`src/rtl/mem_port_arbiter_if.sv`:
```
// Request/response bundle for the two requester ports and the shared memory bus.
// The arbiter uses the slave modport; the requester/memory side uses master.
interface mem_port_arbiter_if #(
  parameter int unsigned ADDR_WIDTH = 32,
  parameter int unsigned DATA_WIDTH = 32
);
  logic                  i_req_valid;
  logic [ADDR_WIDTH-1:0] i_req_addr;
  logic                  i_req_ready;
  logic                  i_rsp_valid;
  logic [DATA_WIDTH-1:0] i_rsp_rdata;
  logic                  i_rsp_err;

  logic                  d_req_valid;
  logic                  d_req_we;
  logic [ADDR_WIDTH-1:0] d_req_addr;
  logic [DATA_WIDTH-1:0] d_req_wdata;
  logic                  d_req_ready;
  logic                  d_rsp_valid;
  logic [DATA_WIDTH-1:0] d_rsp_rdata;
  logic                  d_rsp_err;

  logic                  mem_cs;
  logic                  mem_oe;
  logic                  mem_we;
  logic [ADDR_WIDTH-1:0] mem_addr;
  logic [DATA_WIDTH-1:0] mem_din;
  logic [DATA_WIDTH-1:0] mem_dout;

  modport slave (
    input  i_req_valid, i_req_addr, d_req_valid, d_req_we, d_req_addr, d_req_wdata, mem_dout,
    output i_req_ready, i_rsp_valid, i_rsp_rdata, i_rsp_err,
    output d_req_ready, d_rsp_valid, d_rsp_rdata, d_rsp_err,
    output mem_cs, mem_oe, mem_we, mem_addr, mem_din
  );

  modport master (
    output i_req_valid, i_req_addr, d_req_valid, d_req_we, d_req_addr, d_req_wdata, mem_dout,
    input  i_req_ready, i_rsp_valid, i_rsp_rdata, i_rsp_err,
    input  d_req_ready, d_rsp_valid, d_rsp_rdata, d_rsp_err,
    input  mem_cs, mem_oe, mem_we, mem_addr, mem_din
  );
endinterface

```
`src/rtl/mem_port_arbiter.sv`:
```
// Round-robin arbiter sharing one synchronous single-port memory between an
// instruction-fetch port (read-only) and a data port; one transaction in flight.
module mem_port_arbiter #(
  parameter int unsigned ADDR_WIDTH  = 32,
  parameter int unsigned DATA_WIDTH  = 32,
  parameter bit          CHECK_ALIGN = 1'b1
) (
  input logic               clk,
  input logic               rst_n,
  mem_port_arbiter_if.slave bus
);

  typedef enum logic [1:0] {StIdle, StIssue, StCapture} state_e;

  state_e                state_q, state_d;
  logic                  last_d_q, last_d_d;    // 1: port D held the most recent grant
  logic                  owner_d_q, owner_d_d;
  logic                  is_read_q, is_read_d;
  logic                  mem_cs_q, mem_cs_d;
  logic                  mem_oe_q, mem_oe_d;
  logic                  mem_we_q, mem_we_d;
  logic [ADDR_WIDTH-1:0] mem_addr_q, mem_addr_d;
  logic [DATA_WIDTH-1:0] mem_din_q, mem_din_d;
  logic                  i_rsp_valid_q, i_rsp_valid_d;
  logic                  i_rsp_err_q, i_rsp_err_d;
  logic [DATA_WIDTH-1:0] i_rsp_rdata_q, i_rsp_rdata_d;
  logic                  d_rsp_valid_q, d_rsp_valid_d;
  logic                  d_rsp_err_q, d_rsp_err_d;
  logic [DATA_WIDTH-1:0] d_rsp_rdata_q, d_rsp_rdata_d;

  logic                  grant_i, grant_d;
  logic                  sel_we, misaligned;
  logic [ADDR_WIDTH-1:0] sel_addr;
  logic [DATA_WIDTH-1:0] sel_wdata;

  always_comb begin
    state_d       = state_q;
    last_d_d      = last_d_q;
    owner_d_d     = owner_d_q;
    is_read_d     = is_read_q;
    mem_cs_d      = 1'b0;
    mem_oe_d      = 1'b0;
    mem_we_d      = 1'b0;
    mem_addr_d    = mem_addr_q;
    mem_din_d     = mem_din_q;
    i_rsp_valid_d = 1'b0;
    i_rsp_err_d   = 1'b0;
    i_rsp_rdata_d = i_rsp_rdata_q;
    d_rsp_valid_d = 1'b0;
    d_rsp_err_d   = 1'b0;
    d_rsp_rdata_d = d_rsp_rdata_q;
    grant_i       = 1'b0;
    grant_d       = 1'b0;

    if (state_q == StIdle) begin
      grant_i = bus.i_req_valid && (!bus.d_req_valid || last_d_q);
      grant_d = bus.d_req_valid && !grant_i;
    end
    sel_addr   = grant_d ? bus.d_req_addr : bus.i_req_addr;
    sel_we     = grant_d && bus.d_req_we;
    sel_wdata  = grant_d ? bus.d_req_wdata : '0;
    misaligned = CHECK_ALIGN && (sel_addr[1:0] != 2'b00);

    unique case (state_q)
      StIdle: begin
        if (grant_i || grant_d) begin
          last_d_d = grant_d;
          if (misaligned) begin
            // Rejected without touching memory; rdata is left as it was.
            i_rsp_valid_d = grant_i;
            i_rsp_err_d   = grant_i;
            d_rsp_valid_d = grant_d;
            d_rsp_err_d   = grant_d;
          end else begin
            mem_cs_d   = 1'b1;
            mem_oe_d   = !sel_we;
            mem_we_d   = sel_we;
            mem_addr_d = sel_addr;
            mem_din_d  = sel_wdata;
            owner_d_d  = grant_d;
            is_read_d  = !sel_we;
            state_d    = StIssue;
          end
        end
      end
      StIssue: state_d = StCapture;
      StCapture: begin
        if (owner_d_q) begin
          d_rsp_valid_d = 1'b1;
          if (is_read_q) d_rsp_rdata_d = bus.mem_dout;
        end else begin
          i_rsp_valid_d = 1'b1;
          if (is_read_q) i_rsp_rdata_d = bus.mem_dout;
        end
        state_d = StIdle;
      end
      default: state_d = StIdle;
    endcase
  end

  always_ff @(posedge clk or negedge rst_n) begin
    if (!rst_n) begin
      state_q       <= StIdle;
      last_d_q      <= 1'b1;
      owner_d_q     <= 1'b0;
      is_read_q     <= 1'b0;
      mem_cs_q      <= 1'b0;
      mem_oe_q      <= 1'b0;
      mem_we_q      <= 1'b0;
      mem_addr_q    <= '0;
      mem_din_q     <= '0;
      i_rsp_valid_q <= 1'b0;
      i_rsp_err_q   <= 1'b0;
      i_rsp_rdata_q <= '0;
      d_rsp_valid_q <= 1'b0;
      d_rsp_err_q   <= 1'b0;
      d_rsp_rdata_q <= '0;
    end else begin
      state_q       <= state_d;
      last_d_q      <= last_d_d;
      owner_d_q     <= owner_d_d;
      is_read_q     <= is_read_d;
      mem_cs_q      <= mem_cs_d;
      mem_oe_q      <= mem_oe_d;
      mem_we_q      <= mem_we_d;
      mem_addr_q    <= mem_addr_d;
      mem_din_q     <= mem_din_d;
      i_rsp_valid_q <= i_rsp_valid_d;
      i_rsp_err_q   <= i_rsp_err_d;
      i_rsp_rdata_q <= i_rsp_rdata_d;
      d_rsp_valid_q <= d_rsp_valid_d;
      d_rsp_err_q   <= d_rsp_err_d;
      d_rsp_rdata_q <= d_rsp_rdata_d;
    end
  end

  assign bus.i_req_ready = grant_i;
  assign bus.d_req_ready = grant_d;
  assign bus.i_rsp_valid = i_rsp_valid_q;
  assign bus.i_rsp_err   = i_rsp_err_q;
  assign bus.i_rsp_rdata = i_rsp_rdata_q;
  assign bus.d_rsp_valid = d_rsp_valid_q;
  assign bus.d_rsp_err   = d_rsp_err_q;
  assign bus.d_rsp_rdata = d_rsp_rdata_q;
  assign bus.mem_cs      = mem_cs_q;
  assign bus.mem_oe      = mem_oe_q;
  assign bus.mem_we      = mem_we_q;
  assign bus.mem_addr    = mem_addr_q;
  assign bus.mem_din     = mem_din_q;

endmodule

```
`src/flat_wrapper.sv`:
```
// flat-port wrapper written by rule: the top's interface ports become plain ports
module mem_port_arbiter_flat 
#(
  parameter int unsigned ADDR_WIDTH  = 32,
  parameter int unsigned DATA_WIDTH  = 32,
  parameter bit          CHECK_ALIGN = 1'b1
)
  (clk, rst_n, bus_i_req_valid, bus_i_req_addr, bus_d_req_valid, bus_d_req_we, bus_d_req_addr, bus_d_req_wdata, bus_mem_dout, bus_i_req_ready, bus_i_rsp_valid, bus_i_rsp_rdata, bus_i_rsp_err, bus_d_req_ready, bus_d_rsp_valid, bus_d_rsp_rdata, bus_d_rsp_err, bus_mem_cs, bus_mem_oe, bus_mem_we, bus_mem_addr, bus_mem_din);
  mem_port_arbiter_if #(.ADDR_WIDTH(ADDR_WIDTH), .DATA_WIDTH(DATA_WIDTH)) bus_i ();
  input logic clk;
  input logic rst_n;
  input wire logic [$bits(bus_i.i_req_valid)-1:0] bus_i_req_valid;
  input wire logic [$bits(bus_i.i_req_addr)-1:0] bus_i_req_addr;
  input wire logic [$bits(bus_i.d_req_valid)-1:0] bus_d_req_valid;
  input wire logic [$bits(bus_i.d_req_we)-1:0] bus_d_req_we;
  input wire logic [$bits(bus_i.d_req_addr)-1:0] bus_d_req_addr;
  input wire logic [$bits(bus_i.d_req_wdata)-1:0] bus_d_req_wdata;
  input wire logic [$bits(bus_i.mem_dout)-1:0] bus_mem_dout;
  output wire logic [$bits(bus_i.i_req_ready)-1:0] bus_i_req_ready;
  output wire logic [$bits(bus_i.i_rsp_valid)-1:0] bus_i_rsp_valid;
  output wire logic [$bits(bus_i.i_rsp_rdata)-1:0] bus_i_rsp_rdata;
  output wire logic [$bits(bus_i.i_rsp_err)-1:0] bus_i_rsp_err;
  output wire logic [$bits(bus_i.d_req_ready)-1:0] bus_d_req_ready;
  output wire logic [$bits(bus_i.d_rsp_valid)-1:0] bus_d_rsp_valid;
  output wire logic [$bits(bus_i.d_rsp_rdata)-1:0] bus_d_rsp_rdata;
  output wire logic [$bits(bus_i.d_rsp_err)-1:0] bus_d_rsp_err;
  output wire logic [$bits(bus_i.mem_cs)-1:0] bus_mem_cs;
  output wire logic [$bits(bus_i.mem_oe)-1:0] bus_mem_oe;
  output wire logic [$bits(bus_i.mem_we)-1:0] bus_mem_we;
  output wire logic [$bits(bus_i.mem_addr)-1:0] bus_mem_addr;
  output wire logic [$bits(bus_i.mem_din)-1:0] bus_mem_din;
  assign bus_i.i_req_valid = bus_i_req_valid;
  assign bus_i.i_req_addr = bus_i_req_addr;
  assign bus_i.d_req_valid = bus_d_req_valid;
  assign bus_i.d_req_we = bus_d_req_we;
  assign bus_i.d_req_addr = bus_d_req_addr;
  assign bus_i.d_req_wdata = bus_d_req_wdata;
  assign bus_i.mem_dout = bus_mem_dout;
  assign bus_i_req_ready = bus_i.i_req_ready;
  assign bus_i_rsp_valid = bus_i.i_rsp_valid;
  assign bus_i_rsp_rdata = bus_i.i_rsp_rdata;
  assign bus_i_rsp_err = bus_i.i_rsp_err;
  assign bus_d_req_ready = bus_i.d_req_ready;
  assign bus_d_rsp_valid = bus_i.d_rsp_valid;
  assign bus_d_rsp_rdata = bus_i.d_rsp_rdata;
  assign bus_d_rsp_err = bus_i.d_rsp_err;
  assign bus_mem_cs = bus_i.mem_cs;
  assign bus_mem_oe = bus_i.mem_oe;
  assign bus_mem_we = bus_i.mem_we;
  assign bus_mem_addr = bus_i.mem_addr;
  assign bus_mem_din = bus_i.mem_din;
  mem_port_arbiter #(.ADDR_WIDTH(ADDR_WIDTH), .DATA_WIDTH(DATA_WIDTH), .CHECK_ALIGN(CHECK_ALIGN)) u_core (.clk(clk), .rst_n(rst_n), .bus(bus_i));
endmodule
```
`config.mk`:
```
export PLATFORM = sky130hd
export DESIGN_NAME = mem_port_arbiter_flat
export DESIGN_NICKNAME = d
export VERILOG_FILES = /design/src/rtl/mem_port_arbiter_if.sv /design/src/rtl/mem_port_arbiter.sv /design/src/flat_wrapper.sv
export SDC_FILE = /design/constraint.sdc
export NUM_CORES = 1
export LEC_CHECK = 0
export ABC_AREA = 0
export CAP_MARGIN = 20
export CORE_AREA = 2 2 145 105
export DETAILED_ROUTE_END_ITERATION = 8
export DIE_AREA = 0 0 147 107
export PLACE_DENSITY = 0.78
export SLEW_MARGIN = 20
export SYNTH_ARGS = -nofsm -noshare
export SYNTH_HDL_FRONTEND = slang
export SYNTH_SLANG_ARGS = --single-unit
```
`constraint.sdc`:
```
create_clock -name clk -period 2 [get_ports clk]
set_clock_uncertainty 0.05 [all_clocks]
set_input_delay 0.4 -clock clk [delete_from_list [all_inputs] [get_ports clk]]
set_output_delay 0.4 -clock clk [all_outputs]
set_load 0.03 [all_outputs]
```
==> flow_summary.json <==
{
  "gp_congestion": 0.732,
  "total_power_uw": 15200,
  "crit_required_ns": 1.55,
  "root_buffer": "clkbuf_16",
  "grt_first_pass_wirelength_um": 23400,
  "status": "finished clean",
  "synth_compound_area_frac": 0.0613,
  "synth_area_um2": 5630,
  "insertion_delay_ns": 0.41,
  "startpoint_type": "input port",
  "setup_viol": 0,
  "cap_violations": 0,
  "syn_nets": 480,
  "grt_usage": 0.194,
  "n_fill_cell": 1051,
  "ctsLongestPathBuffers": 2,
  "power.density_nw_per_um2": 1630,
  "drive_above_1_share": 0.285,
  "htreeDepth": 4,
  "initial_core_util": 0.392,
  "async_flop_share": 1.00,
  "numCtsBuffers": 17,
  "vias_per_cell": 4.79,
  "overflow": 0,
  "synth_edf_count": 0,
  "slew_headroom": 0.703,
  "finalCriticalPeriod_ns": 1.95,
  "crit_path_cell_trace": "clkdlybuf4s50_1, nand2_1, nand3_2, buf_6, inv_2, buf_12",
  "dr_total_vias": 4028,
  "tns_ns": 0,
  "combinationalPowerShare": 0.470,
  "die_x_um": 147,
  "die_h_um": 107,
  "dp_hpwl_um": 10700,
  "ys.flop_type": "dfrtp_1",
  "yosysWarnings": 0,
  "drv_slew": 0,
  "grt_pass1_vias": 4420,
  "power_frac_seq": 0.311,
  "p_leak_uw": 0.00402,
  "p_int_uw": 9640,
  "ys_top_cells_by_area": "dfrtp_1 (62%), mux2_2 (18%), mux2_4 (7.7%)",
  "wl_um": 14900,
  "cts.sinks": 140,
  "grt_max_degree": 51,
  "multi_input_area_um2": 1980,
  "yosys.area.top_type": "dfrtp_1",
  "finalNetCount": 766,
  "final.period_utilization": 0.974,
  "ys_ff_latch": 140,
  "ys_seq_area_frac": 0.622,
  "ir_worst_vdd_uv": 1000,
  "hp-class": "input port to flop",
  "clkPwrFrac": 0.219,
  "p_switching_uw": 5580,
  "yosysMostFrequentCell": "dfrtp_1",
  "synth-simple-area-share": 0.0204,
  "synth_top_family_by_area": "multiplexers",
  "synth_top_area_frac": 0.618,
  "antenna_found_initial": 0,
  "synth_cell_types": 33,
  "synth.avg_cell_area_um2": 16.2,
  "first_pass_iters": 7,
  "rows": 37,
  "cts_tree": "yes",
  "fmax_ghz": 0.513,
  "synth_xor_area_frac": 0,
  "arrival_ns": 1.50,
  "tightest_slew_ns": 0.446,
  "clk_pin_slew_ns": 0.06,
  "rsz0062_at_grt": "yes",
  "wl_per_cell_um": 17.7,
  "max_stage_delay_ns": 0.47,
  "die_area_um2": 15700,
  "core_region_area_um2": 14400,
  "crit_type": "input port to primary output",
  "synthCells": 347,
  "regArea_um2": 3510,
  "ios": 270,
  "synth_commonest_cells": "dfrtp_1 (139), mux2_2 (92), a22o_1 (32)",
  "syn_to_final_growth_pct": 65.3,
  "endpoint_kind": "primary output",
  "switching_share": 0.366,
  "fin_util": 0.649,
  "hold_viol": 0,
  "synthMuxAreaShare": 0.267,
  "path_max_fanout": 5,
  "port_buffers": 269,
  "drtAntennaViolNets": 0,
  "synthAdderAreaFrac": 0,
  "antenna_cells": 0,
  "drc_errors": 0,
  "drtIter0Drc": 107,
  "slowest_stage": "clkdlybuf4s50_1"
}
==> path summary, 6_finish.rpt <==
path,endpoint,startpoint,cells after the start,slack [ns]
worst max-delay path,bus_d_req_ready,bus_i_req_valid,6,0.05
worst min-delay path,u_core.last_d_q$_DFFE_PN1P_,bus_d_req_valid,3,0.28
worst max register to register,u_core.bus.mem_addr[29]$_DFFE_PN0P_,u_core.last_d_q$_DFFE_PN1P_,7,0.19
worst min register to register,u_core.bus.i_rsp_rdata[21]$_DFFE_PN0P_,u_core.bus.i_rsp_rdata[21]$_DFFE_PN0P_,1,0.44
max in group asynchronous,u_core.bus.mem_we$_DFF_PN0_,rst_n,3,0.83
min in group asynchronous,u_core.bus.mem_din[8]$_DFFE_PN0P_,rst_n,2,0.44
==> layer usage <==
metal  up-vias  global-route usage  routed length [um]
met1      1980               0.232                6160
li1       1833                   -                   -
met2       193               0.318                7270
met5         -                   0                   0
met4         0              0.0701                 267
met3        22              0.0783                1210
==> sequential cells by signal (all words and copies together), names as in the netlist, 2 cells and up <==
register                cells
u_core.state_q              2
u_core.bus.mem_addr        32
u_core.bus.i_rsp_rdata     32
u_core.bus.d_rsp_rdata     32
u_core.bus.mem_din         32
==> kinds of logic after synthesis <==
kind of cell / Yosys count
AND/OR/NAND/NOR: 17
AO/OA/AOI/OAI: 41
buffers and inverters: 25
flip-flops: 140
multiplexers: 124
==> placed cells by master (no fill, tap or decap), drive strengths merged, types with 2 or more instances in the layout <==
master,n
buf,21
clkdlybuf4s50,265
mux2,124
and3,2
a21oi,4
inv,4
clkbuf,19
and2,2
nor2,4
dfrtp,139
clkinvlp,2
nand2b,2
clkinv,7
bufinv,4
a22o,32
==> metrics by stage <==
stage                     hold WS [ns]  worst slack [ns]  instances  cell area [um2]
after floorplan                 0.0544             0.145        347             5630
after global placement           0.302           -0.0630        804             8620
after detailed placement         0.314            -0.117        804             8620
after CTS                        0.431          -0.00546        837             9270
after global routing             0.292           -0.0134        841             9310
final                            0.282            0.0515        841             9310
==> layout make-up <==
| class | count | area share |
|---|---|---|
| inverters | 4 | 0.00161 |
| repair buffers | 288 | 0.315 |
| multi-input cells | 182 | 0.212 |
| flip-flops and latches | 140 | 0.377 |
| clock inverters | 13 | 0.0207 |
| clock buffers | 19 | 0.0476 |
| well taps | 195 | 0.0262 |
==> critical path, delay by kind of cell <==
kind / cells / cell delay, ns
buffers and inverters: 4 / 0.82
and+or+nand+nor: 2 / 0.27
==> power groups by stage <==
stage / sequential, uW / combinational (uW) / clock (uW)
floorplan: 7050 / 1600 / 0
global placement: 4710 / 7070 / 0
detailed placement: 4760 / 7160 / 0
CTS: 4750 / 7190 / 3410
global route: 4880 / 7450 / 3540
finish: 4730 / 7150 / 3330
==> timing repair <==
item | 4_1_cts | 5_1_grt
hold endpoints to repair | 41 | 0
cloned | 0 | 0
gates resized for setup | 3 | 3
pin swaps | 1 | 1
setup endpoints to repair | 2 | 2
buffers inserted | 0 | 4
hold buffers | 1 | 0
Note: power is estimated with default switching activity, not from simulation.
